### src/rtl/rv32_pipe_pkg.sv
// Shared types and widths for the rv32im pipeline stage registers.
// Holds the default datapath widths, the write-back payload layout and a slot-count helper.
package rv32_pipe_pkg;

   localparam int XLEN      = 32;
   localparam int REG_IDX_W = 5;

   typedef struct packed {
      logic [XLEN-1:0]      result;
      logic [REG_IDX_W-1:0] rd;
      logic                 useRd;
   } wb_payload_t;

   // Occupancy of a two-slot stage from its valid bits.
   function automatic logic [1:0] slot_count(input logic m_valid, input logic s_valid);
      return {1'b0, m_valid} + {1'b0, s_valid};
   endfunction

endpackage

### src/rtl/pipe_slot.sv
// One pipeline slot: a valid bit plus a payload register with load and clear.
// Clear wins over load so a flush can never be undone by a same-cycle capture.
module pipe_slot #(
   parameter int PW = 38
) (
   input  logic          clk,
   input  logic          a_reset,
   input  logic          load,
   input  logic          clear,
   input  logic [PW-1:0] d,
   output logic          valid,
   output logic [PW-1:0] q
);

   logic          valid_reg;
   logic [PW-1:0] data_reg;

   always_ff @(posedge clk or posedge a_reset) begin
      if (a_reset) begin
         valid_reg <= 1'b0;
         data_reg  <= '0;
      end else begin
         if (clear) begin
            valid_reg <= 1'b0;
         end else if (load) begin
            valid_reg <= 1'b1;
            data_reg  <= d;
         end
      end
   end

   assign valid = valid_reg;
   assign q     = data_reg;

endmodule

### src/rtl/wb_stage_reg.sv
// MEM->WB stage register with valid/ready handshake, optional skid entry,
// synchronous flush and suppression of register-file writes to x0.
module wb_stage_reg
   import rv32_pipe_pkg::*;
#(
   parameter int W    = XLEN,
   parameter int R    = REG_IDX_W,
   parameter bit SKID = 1'b1
) (
   input  logic         clk,
   input  logic         a_reset,
   input  logic         flush,
   input  logic         in_valid,
   output logic         in_ready,
   input  logic [W-1:0] in_result,
   input  logic [R-1:0] in_rd,
   input  logic         in_useRd,
   output logic         out_valid,
   input  logic         out_ready,
   output logic [W-1:0] out_result,
   output logic [R-1:0] out_rd,
   output logic         out_useRd,
   output logic         out_rdWrite,
   output logic [1:0]   out_count
);

   localparam int PW = W + R + 1;

   logic [PW-1:0] in_payload;
   logic [PW-1:0] m_payload;
   logic [PW-1:0] s_payload;
   logic [PW-1:0] m_next;
   logic          m_valid;
   logic          s_valid;
   logic          m_load;
   logic          m_clear;
   logic          s_load;
   logic          s_clear;
   logic          m_from_s;
   logic          accept;
   logic          pop;

   assign in_payload = {in_result, in_rd, in_useRd};
   assign accept     = in_valid & in_ready & ~flush;
   assign pop        = m_valid & out_ready;

   always_comb begin
      m_load   = 1'b0;
      m_clear  = 1'b0;
      s_load   = 1'b0;
      s_clear  = 1'b0;
      m_from_s = 1'b0;
      if (flush) begin
         m_clear = 1'b1;
         s_clear = 1'b1;
      end else if (!m_valid) begin
         m_load = accept;
      end else if (pop) begin
         if (s_valid) begin
            // Skid entry is older than anything upstream; in_ready is low here.
            m_load   = 1'b1;
            m_from_s = 1'b1;
            s_clear  = 1'b1;
         end else if (accept) begin
            m_load = 1'b1;
         end else begin
            m_clear = 1'b1;
         end
      end else if (accept) begin
         s_load = 1'b1;
      end
   end

   assign m_next = m_from_s ? s_payload : in_payload;

   pipe_slot #(.PW(PW)) u_m_slot (
      .clk     (clk),
      .a_reset (a_reset),
      .load    (m_load),
      .clear   (m_clear),
      .d       (m_next),
      .valid   (m_valid),
      .q       (m_payload)
   );

   generate
      if (SKID) begin : g_skid
         // Registered ready: no combinational path from out_ready to in_ready.
         pipe_slot #(.PW(PW)) u_s_slot (
            .clk     (clk),
            .a_reset (a_reset),
            .load    (s_load),
            .clear   (s_clear),
            .d       (in_payload),
            .valid   (s_valid),
            .q       (s_payload)
         );
         assign in_ready = ~s_valid;
      end else begin : g_noskid
         assign s_valid  = 1'b0;
         assign s_payload = '0;
         assign in_ready = ~m_valid | out_ready;
      end
   endgenerate

   assign out_valid   = m_valid;
   assign {out_result, out_rd, out_useRd} = m_payload;
   assign out_rdWrite = m_valid & out_useRd & (out_rd != '0);
   assign out_count   = slot_count(m_valid, s_valid);

endmodule

### config.mk
export PLATFORM = sky130hd
export DESIGN_NAME = wb_stage_reg
export DESIGN_NICKNAME = d
export VERILOG_FILES = /design/src/rtl/rv32_pipe_pkg.sv /design/src/rtl/pipe_slot.sv /design/src/rtl/wb_stage_reg.sv
export SDC_FILE = /design/constraint.sdc
export NUM_CORES = 1
export LEC_CHECK = 0
export CORE_MARGIN = 2
export CORE_UTILIZATION = 50
export DETAILED_ROUTE_END_ITERATION = 7
export DONT_BUFFER_PORTS = 1
export MAX_ROUTING_LAYER = met4
export SLEW_MARGIN = 20
export SYNTH_ARGS = -nofsm -noshare
export SYNTH_HDL_FRONTEND = slang
export SYNTH_SLANG_ARGS = --single-unit
### constraint.sdc
create_clock -name clk -period 5.25 [get_ports clk]
set_input_delay 1.05 -clock clk [delete_from_list [all_inputs] [get_ports clk]]
set_output_delay 1.05 -clock clk [all_outputs]
set_load 0.01 [all_outputs]
* Yosys cells after proc, flatten, opt, wreduce, memory -nomap -nowiden
Cells that the tools add are included.
** Cells by class
- $add $sub $neg :: 1
- Multipliers :: 0
- Divide/modulo/power cells :: 0
- Order comparisons :: 0
- Eq/ne operators :: 0
- Shifts and indexed selects :: 0
- Mux-type cells :: 23
- Bitwise gates (word level) :: 9
- Reductions and logical operators :: 5
** Operators by type and width (number)
- two-way mux 38 bit :: 1
- two-way mux 1 bit :: 22
- bitwise AND 1 bit :: 5
- nonzero test 5 bit :: 1
- NOT 1 bit :: 4
- AND reduction 2 bit :: 2
- nonzero test 2 bit :: 2
- adder 1 x 1 -> 2 bit :: 1
** Word-level totals
- Flip-flop bits (word level) :: 78
- Bits in latches :: 0
- RAM bits :: 0
- Bits in read-only memories :: 0
- Bits of input ports :: 43
- Output and inout bits :: 43
- Logic and storage cells :: 42
- Memories kept :: 0

* Longest topological paths before layout
Gate-level depths: netlist of the first run.
- Depth after elaboration :: 10
- Mapped depth :: 5
- Gate-level depth less buffers :: 3

* By module
A second synthesis of the first run with hierarchy kept.
** Second synthesis, totals
- Cell total of the unflattened synthesis :: 225
- Area, all modules :: 3754.9 um^2
** Modules (own cells, without submodules)
- pipe_slot :: times used 2, cells each 85, area an instance 1562.7 um^2, sequential area each 975.9 um^2
- wb_stage_reg :: times used 1, cells each 55, area an instance 629.4 um^2, sequential area each 0.0 um^2

* Least setup slack after synthesis of the first run
Ideal clock, no wire load.
- Path type :: input port to flip-flop
- Start point :: input flush
- End point :: register u_m_slot.data_reg[20], in the netlist u_m_slot.q[20]
- Setup time :: 125 ps
- Arrival :: 2109 ps
- Required time :: 5125 ps
- Path slack :: 3016 ps
- Stages :: 4
- Buffers on the path :: 1
- Cells stage by stage :: nand4b_1 > clkbuf_1 > mux2_2 > mux2_2
** Between the ends
- Longest elaborated chain between the ends :: 9
** RTL lines
- from (decl) :: RTL line wb_stage_reg.sv:12 : input logic flush,
- NOT 1 bit :: RTL line wb_stage_reg.sv:44 : assign accept = in_valid & in_ready & ~flush;
- bitwise AND 1 bit :: RTL line wb_stage_reg.sv:44
- two-way mux 1 bit :: RTL line wb_stage_reg.sv:64 : end else if (accept) begin
- two-way mux 1 bit :: RTL line wb_stage_reg.sv:59 : if (s_valid) begin
- two-way mux 1 bit :: RTL line wb_stage_reg.sv:58 : end else if (pop) begin
- two-way mux 1 bit :: RTL line wb_stage_reg.sv:56 : end else if (!m_valid) begin
- two-way mux 1 bit :: RTL line wb_stage_reg.sv:53 : if (flush) begin
- NOT 1 bit (no source line)
- AND reduction 2 bit (no source line)
- to (signal assigned) :: RTL line pipe_slot.sv:21 : data_reg <= '0;
- to (signal assigned) :: RTL line pipe_slot.sv:27 : data_reg <= d;
- to (decl) :: RTL line pipe_slot.sv:16 : logic [PW-1:0] data_reg;
Several ways; a longest one is shown, not always the timed one.
A chain may end at the register's enable or synchronous reset.

* Final worst setup path of the first run
- Start point :: input in_valid
- End point :: register u_m_slot.data_reg[32], in the netlist u_m_slot.q[32]
** Between the ends
- Longest elaborated chain between the ends :: 9
** RTL lines
- from (decl) :: RTL line wb_stage_reg.sv:13 : input logic in_valid,
- bitwise AND 1 bit (*) (2 in series) :: RTL line wb_stage_reg.sv:44
- two-way mux 1 bit :: RTL line wb_stage_reg.sv:64
- two-way mux 1 bit :: RTL line wb_stage_reg.sv:59
- two-way mux 1 bit :: RTL line wb_stage_reg.sv:58
- two-way mux 1 bit :: RTL line wb_stage_reg.sv:56
- two-way mux 1 bit :: RTL line wb_stage_reg.sv:53
- NOT 1 bit (no source line)
- AND reduction 2 bit (no source line) (*)
Mark *: on every way between the ends. The rest lies on a longest branch, timed or not.

==> qor.csv, run 1 <==
stage,metric,value,unit
setup_path,end_kind,flop,
grt,antenna_found_initial,0,
clock_network,cts_root_buf,clkbuf_8,
timing,max_freq,0.3770,GHz
grt,grt_pass1_wl,10130,microns
place,dpl.hpwl,4265,microns
clock_network,post-cts-setup-buffer-count,0,
logic_synthesis,synth.distinct_cells,20,
timing,finalSetupViolations,0,
clock_network,clockBufferDepth,2,
finish,nFillCells,554,
die,start_util,51.55,%
grt,grt_usage,17.95,%
drt,wl,6242,microns
setup_path,crit_type,primary input to flop,
clock_network,cts_hold_buf,0,
drt,vias,1798,
drt,drt_pre_antenna_iters,4,
finish,insertedDiodeCount,0,
grt,grt-ovfl-total,0,
setup_path,start_kind,primary input,
timing,period_share,50.52,%
setup_path,cp_cell_sequence,nand2b_1 -> a221oi_4 -> buf_4 -> mux2_2,
setup_path,crit_arrival,2.87,ns
setup_path,reg2reg_depth,4,
die,die_x,87.69,microns
drt,drc,0,
logic_synthesis,syn-num-nets,263,
run,maxCapViolations,0,
die,pin_count,86,
timing,min_period,2.652,ns
finish,syn_to_final_growth,9.075,%
power,peakVddDrop,0.0002108,V
logic_synthesis,yosysWarnings,0,
die,die_h,87.69,microns
finish,num-nets-final,269,
grt,grt_pass1_vias,2011,
power,finalPower,1.531,mW
clock_network,clkTransAtPathRegs,0.07,ns
drt,ant_nets,0,
die,num_rows,30,
hold_path,holdPathStages,1,
clock_network,cts_tree,built,
logic_synthesis,synth_cells,219,
die,core_area,6794,sq um
hold_path,min_delay_worst_endpoint,g_skid.u_s_slot.q[20],
power,cellPowerDensity,400.8,nW/um^2
drt,drt_iter0_markers,76,
power,p_leak,1.673,nW
clock_network,cts_made_buffers,9,
setup_path,cp_slowest_cell,a221oi_4,
hold_path,min_from,g_skid.u_s_slot.q[20],
drt,wl_per_cell,19.21,microns
logic_synthesis,synth-seq-cells,78,
setup_path,rrSetupSlack,2.63,ns
logic_synthesis,netlist_area,3502,sq um
setup_path,crit_path_max_incr_delay,0.84,ns
place,gp_congestion,0.7783,
setup_path,crit_start,in_valid,
setup_path,critical_path.max_fanout,21,
timing,tightest_slew,0.9511,ns
clock_network,post_cts_resized,0,
clock_network,clock_latency,0.33,ns
timing,max-slew-margin-rel,36.60,%
drt,via_per_inst,5.532,
setup_path,worst_ep_required_time,5.46,ns
grt,grt_max_degree,43,
hold_path,hold_path.class,flop to flop,
timing,finalHoldViolations,0,
die,die-area,7690,sq um
finish,drive_above_1_share,58.95,%
logic_synthesis,synth.avg_cell_area,15.99,sq um
timing,slew_violations,0,
outcome,status,"finished, final reports clean",
logic_synthesis,ys_seq_area_share,55.73,%
timing,finalSetupTns,0,ns
setup_path,r2r-end,u_m_slot.q[32],
timing,rsz0062_at_grt,false,
setup_path,r2r-start,u_m_slot.valid,
clock_network,cts_max_level,3,
timing,finClkSkew,0.009237,ns
clock_network,clock-sinks,78,
place,portBuffers,0,
-- cell type report --
class | instances | area, sq um | area share (%)
clock buffer | 11 | 131.4 | 3.439
clock inverter | 4 | 72.57 | 1.900
inverter | 3 | 12.51 | 0.3275
multi-input combinational | 126 | 1471 | 38.52
sequential | 78 | 1952 | 51.10
tap | 96 | 120.1 | 3.144
timing repair buffer | 7 | 60.06 | 1.572
-- placed cells by master, fill, tap and decap left out, drive strengths merged --
cell type	instances
o311a	1
a211oi	1
inv	2
o21ai	1
dfrtp	78
clkbuf	11
ha	1
a221oi	1
nand4b	1
mux2	114
clkinvlp	1
nor4b	1
nand2b	1
nand2	1
a21oi	2
bufinv	2
or3	1
clkinv	2
buf	7
-- stage by stage --
step | area (sq um) | worst slack (ns) | instances | utilization [%] | hold slack [ns]
final | 3820 | 2.598 | 325 | 56.22 | 0.5067
after global routing | 3820 | 2.480 | 325 | 56.22 | 0.5235
after CTS | 3797 | 2.125 | 323 | 55.89 | 0.5083
after detailed placement | 3593 | 1.785 | 308 | 52.89 | 0.4918
after global placement | 3593 | 1.895 | 308 | 52.89 | 0.4836
after floorplan | 3502 | 2.205 | 219 | - | 0.4732
-- critical path, delay by kind of cell --
kind	cells	cell delay, ns
buf+inv	1	0.45
simple gates	1	0.13
compound gates	1	0.84
mux	1	0.38
-- synthesized netlist by cell type (all sizes together) --
cell / n / area, sq um
mux2: 114 / 1351
dfrtp: 78 / 1952
buf: 11 / 90.08
inv: 3 / 11.26
a21oi: 2 / 10.01
a211oi: 1 / 7.510
a221oi: 1 / 8.760
clkbuf: 1 / 3.750
ha: 1 / 12.51
nand2: 1 / 3.750
nand2b: 1 / 6.260
nand4b: 1 / 8.760
nor4b: 1 / 15.01
o21ai: 1 / 5.000
o311a: 1 / 10.01
or3: 1 / 6.260
-- kinds of logic (layout without fill, tap and decap cells) --
logic type / after synthesis / in the layout / synth area share (%)
AOI/OAI and AO/OA: 6 / 6 / 1.179
DFF: 78 / 78 / 55.73
muxes: 114 / 114 / 38.59
adders and majority gates: 1 / 1 / 0.3572
buffers and inverters: 15 / 25 / 3.001
and+or+nand+nor: 5 / 5 / 1.143
-- where the power goes --
part           total (mW)  switching [mW]  internal (mW)  leakage, nW
registers           0.864           0.118          0.745        0.938
clock network       0.468           0.203          0.265       0.0994
logic               0.200          0.0651          0.135        0.635
total                1.53           0.386           1.14         1.67
-- routing by layer --
metal  track usage [%]  wire length (microns)  share of wire, %
met1             20.15                   2471                40
met2             29.20                   3127                50
met3             6.786                    567               9.1
met4             6.713                     76               1.2
met5                 -                      0                 0
-- worst max path at each step --
stage	to	slack, ns	cells past startpoint
after floorplan	g_skid.u_s_slot.q[0]	2.20	1
after detailed placement	u_m_slot.q[10]	1.78	4
final	u_m_slot.q[32]	2.60	4
after global placement	u_m_slot.q[10]	1.89	4
after global routing	u_m_slot.q[29]	2.48	4
after CTS	u_m_slot.q[10]	2.12	4
(Power assumes the default switching activity.)
==> run 2: changes to the inputs <==
==> constraint.sdc (replaced) <==
create_clock -name clk -period 2.49 [get_ports clk]
set_input_delay 0.498 -clock clk [delete_from_list [all_inputs] [get_ports clk]]
set_output_delay 0.498 -clock clk [all_outputs]
set_load 0.01 [all_outputs]
==> run 2 against run 1 <==
  * Combinational power grew 110%
  * Non-clock buffer count fell by 2
  * Die area unchanged
  * Critical path depth fell by 2
  * Hold slack worse by 0.36 ns
  * First-iteration DRC count down 11%
  * Sequential share of layout area down 0.32 points
==> qor.csv, run 2 (same netlist as run 1, synthesis figures left out) <==
stage,metric,value,unit
clock_network,clkTransAtPathRegs,0.09,ns
place,gp_congestion,0.7491,
power,p_leak,1.678,nW
timing,finClkSkew,0.01119,ns
clock_network,clockBufferDepth,2,
drt,via_per_inst,5.523,
setup_path,r2r-end,g_skid.u_s_slot.q[17],
die,num_rows,30,
setup_path,crit_type,flop to output port,
grt,grt_max_degree,47,
die,die_h,87.69,microns
setup_path,cp_slowest_cell,dfrtp_1,
clock_network,post_cts_resized,0,
setup_path,crit_arrival,1.52,ns
clock_network,cts_root_buf,clkbuf_8,
drt,drc,0,
setup_path,start_kind,flop,
finish,drive_above_1_share,59.03,%
drt,wl,5935,microns
timing,finalSetupTns,0,ns
drt,wl_per_cell,18.37,microns
outcome,status,"finished, final reports clean",
drt,ant_nets,0,
timing,max_freq,0.4964,GHz
clock_network,cts_max_level,3,
finish,insertedDiodeCount,0,
clock_network,clock-sinks,78,
setup_path,rrSetupSlack,0.56,ns
grt,grt_pass1_vias,1932,
drt,drt_pre_antenna_iters,4,
finish,final_cell_mix,"mux2_2 (94), dfrtp_1 (78), mux2_4 (18)",
drt,drt_iter0_markers,68,
grt,grt_usage,16.95,%
grt,grt_pass1_wl,9563,microns
finish,post-route-util,56.57,%
hold_path,hold_path.class,primary input to async pin,
die,core_area,6794,sq um
setup_path,reg2reg_depth,4,
die,pin_count,86,
place,portBuffers,0,
setup_path,worst_ep_required_time,1.99,ns
setup_path,critical_path.max_fanout,3,
timing,min_period,2.015,ns
run,maxCapViolations,0,
die,start_util,51.55,%
finish,num-nets-final,267,
timing,finalHoldViolations,0,
power,cellPowerDensity,856.4,nW/um^2
power,finalPower,3.292,mW
setup_path,end_kind,output port,
timing,finalSetupViolations,0,
timing,period_share,80.91,%
timing,tightest_slew,0.7356,ns
timing,slew_violations,0,
drt,vias,1784,
setup_path,r2r-start,g_skid.u_s_slot.valid,
timing,rsz0062_at_grt,false,
power,peakVddDrop,0.0004570,V
grt,antenna_found_initial,0,
finish,mostFrequentLayoutCell,mux2_2,
finish,syn_to_final_growth,9.754,%
die,die-area,7690,sq um
clock_network,cts_hold_buf,0,
clock_network,cts_tree,built,
timing,max-slew-margin-rel,50.86,%
place,dpl.hpwl,4007,microns
setup_path,crit_path_max_incr_delay,0.43,ns
die,die_x,87.69,microns
clock_network,clock_latency,0.34,ns
clock_network,cts_made_buffers,9,
setup_path,cp_cell_sequence,or3_1 -> o311a_1,
grt,grt-ovfl-total,0,
clock_network,post-cts-setup-buffer-count,0,
[run 2: cell count changes in the layout (fill, tap and decap cells not counted), sizes merged]
cell and change:
clkinvlp +1, clkbuf +1, buf -2, clkinv -2
[run 2: layer usage]
metal  global-route usage [%]  vias to the layer above  part of all wire, %
met3                    4.618                        9                  6.9
met5                        -                        -                    0
met2                    26.10                       54                   49
li1                         -                      799                    -
met1                    20.79                      922                   43
met4                    7.972                        0                  1.6
[run 2: worst max-delay path, delay by kind of cell, from the launching register on]
family	cells	cell delay, ns
flip-flops	1	0.43
AO/OA/AOI/OAI	1	0.36
AND/OR/NAND/NOR	1	0.40
[run 2: area by class of cell]
type	instances	area (sq um)
fill	532	2950
timing repair buffer	5	62.56
clock inverter	3	67.56
inverter	3	15.01
sequential	78	1952
clock buffer	12	155.1
multi-input combinational	126	1471
tap	96	120.1
[run 2: power breakdown]
part           total [mW]  internal [mW]  switching (mW)
registers            1.81           1.57           0.244
clock network        1.05          0.615           0.436
logic               0.426          0.287           0.139
[run 2: how the worst max path moves through the flow]
| stage | from | slack [ns] | endpoint | depth (start not counted) |
|---|---|---|---|---|
| 3_3_place_gp | g_skid.u_s_slot.valid | 0.62 | g_skid.u_s_slot.q[22] | 4 |
| 5_1_grt | u_m_slot.q[1] | 0.39 | out_rdWrite | 2 |
| 4_1_cts | u_m_slot.q[1] | 0.43 | out_rdWrite | 2 |
| 6_report | u_m_slot.q[1] | 0.48 | out_rdWrite | 2 |
| 3_5_place_dp | g_skid.u_s_slot.valid | 0.55 | g_skid.u_s_slot.q[17] | 4 |
| 2_1_floorplan | g_skid.u_s_slot.valid | 0.79 | g_skid.u_s_slot.q[0] | 5 |
[run 2: per-stage QoR]
step	hold WS (ns)	instance area, sq um	setup slack (ns)	instances
2_1_floorplan	0.4732	3506	0.7915	219
3_3_place_gp	0.4813	3621	0.6237	308
3_5_place_dp	0.4906	3621	0.5469	308
4_1_cts	0.1474	3844	0.4335	323
5_1_grt	0.1858	3844	0.3949	323
6_report	0.1420	3844	0.4753	323
==> run 3: changes to the inputs <==
==> constraint.sdc (replaced) <==
create_clock -name clk -period 2 [get_ports clk]
set_input_delay 0.4 -clock clk [delete_from_list [all_inputs] [get_ports clk]]
set_output_delay 0.4 -clock clk [all_outputs]
set_load 0.01 [all_outputs]
==> run 3 against run 2 <==
  * Design area rose by 2.2%
  * Final cell count grew 0.62%
  * Clock skew shrank 0.0030 ns
  * Sequential cell count unchanged
  * Largest cell class unchanged
==> qor.csv, run 3 (same netlist as run 1, synthesis figures left out) <==
stage,metric,value,unit
die,num_rows,30,
drt,via_per_inst,5.600,
setup_path,worst_ep_required_time,1.60,ns
setup_path,start_kind,flop,
timing,finalHoldViolations,0,
clock_network,cts_max_level,3,
grt,grt_usage,18.54,%
timing,period_share,96.32,%
drt,wl_per_cell,19.82,microns
power,cellPowerDensity,1099,nW/um^2
clock_network,clock_latency,0.34,ns
power,peakVddDrop,0.0004725,V
timing,finalSetupTns,0,ns
drt,drc,0,
finish,drive_above_1_share,59.39,%
timing,max_freq,0.5191,GHz
setup_path,crit_type,flop to output port,
drt,routed.top_layer,met4,
grt,grt_pass1_wl,10300,microns
finish,final_area,3929,sq um
drt,wl_met2,3183,microns
clock_network,cts_tree,built,
run,maxCapViolations,0,
finish,insertedDiodeCount,0,
power,p_leak,1.718,nW
setup_path,r2r-end,u_m_slot.q[18],
die,die_x,87.69,microns
die,start_util,51.55,%
timing,finClkSkew,0.008215,ns
grt,antenna_found_initial,0,
power,finalPower,4.319,mW
drt,drt_pre_antenna_iters,4,
clock_network,post_cts_resized,0,
place,dpl.hpwl,4392,microns
setup_path,rrSetupSlack,0.18,ns
clock_network,clkTransAtPathRegs,0.07,ns
grt,grt_pass1_vias,2057,
drt,vias,1820,
grt,grt-ovfl-total,0,
setup_path,crit_arrival,1.53,ns
timing,slew_violations,0,
place,placedInstanceArea,3661,sq um
timing,tightest_slew,0.4087,ns
outcome,status,"finished, final reports clean",
finish,num-nets-final,270,
timing,max-slew-margin-rel,72.69,%
hold_path,holdPathStages,1,
finish,final_cell_mix,"mux2_2 (94), dfrtp_1 (78), mux2_4 (18)",
finish,mostFrequentLayoutCell,mux2_2,
clock_network,clockBufferDepth,2,
drt,drt_iter0_markers,54,
die,core_area,6794,sq um
timing,rsz0062_at_grt,false,
timing,finalSetupViolations,0,
place,gp_congestion,0.7391,
setup_path,r2r-start,g_skid.u_s_slot.valid,
die,die_h,87.69,microns
drt,wl,6441,microns
die,die-area,7690,sq um
hold_path,min_from,flush,
drt,m1WireLength,2710,microns
clock_network,cts_root_buf,clkbuf_8,
hold_path,hold_path.class,primary input to flop,
drt,ant_nets,0,
timing,min_period,1.926,ns
setup_path,reg2reg_depth,4,
hold_path,min_delay_worst_endpoint,u_m_slot.valid,
clock_network,clock-sinks,78,
timing,hold_ws,0.1236,ns
die,pin_count,86,
place,portBuffers,0,
setup_path,critical_path.max_fanout,3,
setup_path,end_kind,output port,
grt,grt_max_degree,47,
drt,wl_met3,458,microns
finish,syn_to_final_growth,12.18,%
clock_network,cts_made_buffers,9,
-- run 3: cell types whose count changed in the layout (fill, tap and decap cells not counted) --
cell and change:
buf_12 +2, bufinv_16 +2, clkbuf_1 -1, clkbuf_8 -1, clkinvlp_4 -1, dlygate4sd3_1 +1
-- run 3: layer usage --
layer / global-route usage (%) / up-vias
met4: 6.294 / 0
met3: 6.409 / 8
met5: - / -
met1: 21.41 / 948
li1: - / 804
met2: 30.23 / 60
-- run 3: metrics by stage --
stage / instances / util, % / setup WS, ns
after floorplan: 219 / - / 0.3015
after global placement: 310 / 53.89 / 0.2681
after detailed placement: 310 / 53.89 / 0.2072
after CTS: 325 / 57.83 / 0.05171
after global routing: 325 / 57.83 / 0.02444
final: 325 / 57.83 / 0.07353
-- run 3: how the worst max path moves through the flow --
stage	startpoint	endpoint	slack, ns	depth (start not counted)
global placement	g_skid.u_s_slot.valid	u_m_slot.q[23]	0.27	4
floorplan	g_skid.u_s_slot.valid	g_skid.u_s_slot.q[0]	0.30	5
finish	u_m_slot.q[1]	out_rdWrite	0.07	2
CTS	u_m_slot.q[1]	out_rdWrite	0.05	2
detailed placement	g_skid.u_s_slot.valid	u_m_slot.q[18]	0.21	4
global route	u_m_slot.q[1]	out_rdWrite	0.02	2
-- run 3: final cells by class --
class | count | area, sq um
Inverter | 3 | 15.01
Sequential cell | 78 | 1952
Timing Repair Buffer | 8 | 112.6
Fill cell | 538 | 2865
Clock inverter | 4 | 120.1
Multi-Input combinational cell | 126 | 1471
Clock buffer | 10 | 137.6
Tap cell | 96 | 120.1
-- run 3: repair_timing --
item                                    4_1_cts  5_1_grt
endpoints found under the setup margin        0        0
hold endpoints to repair                     16        0
buffers inserted                              0        0
hold buffers                                  1        0
-- run 3: report_power, final --
group | switching [mW] | total, mW | internal, mW
Combinational | 0.185 | 0.552 | 0.367
Clock | 0.518 | 1.49 | 0.976
Sequential | 0.317 | 2.27 | 1.96
Total | 1.02 | 4.32 | 3.30
-- run 3: worst max-delay path, cell delays in order (launching register included) --
cell     delay (ns)
dfrtp_1        0.43
or3_1          0.41
o311a_1        0.36
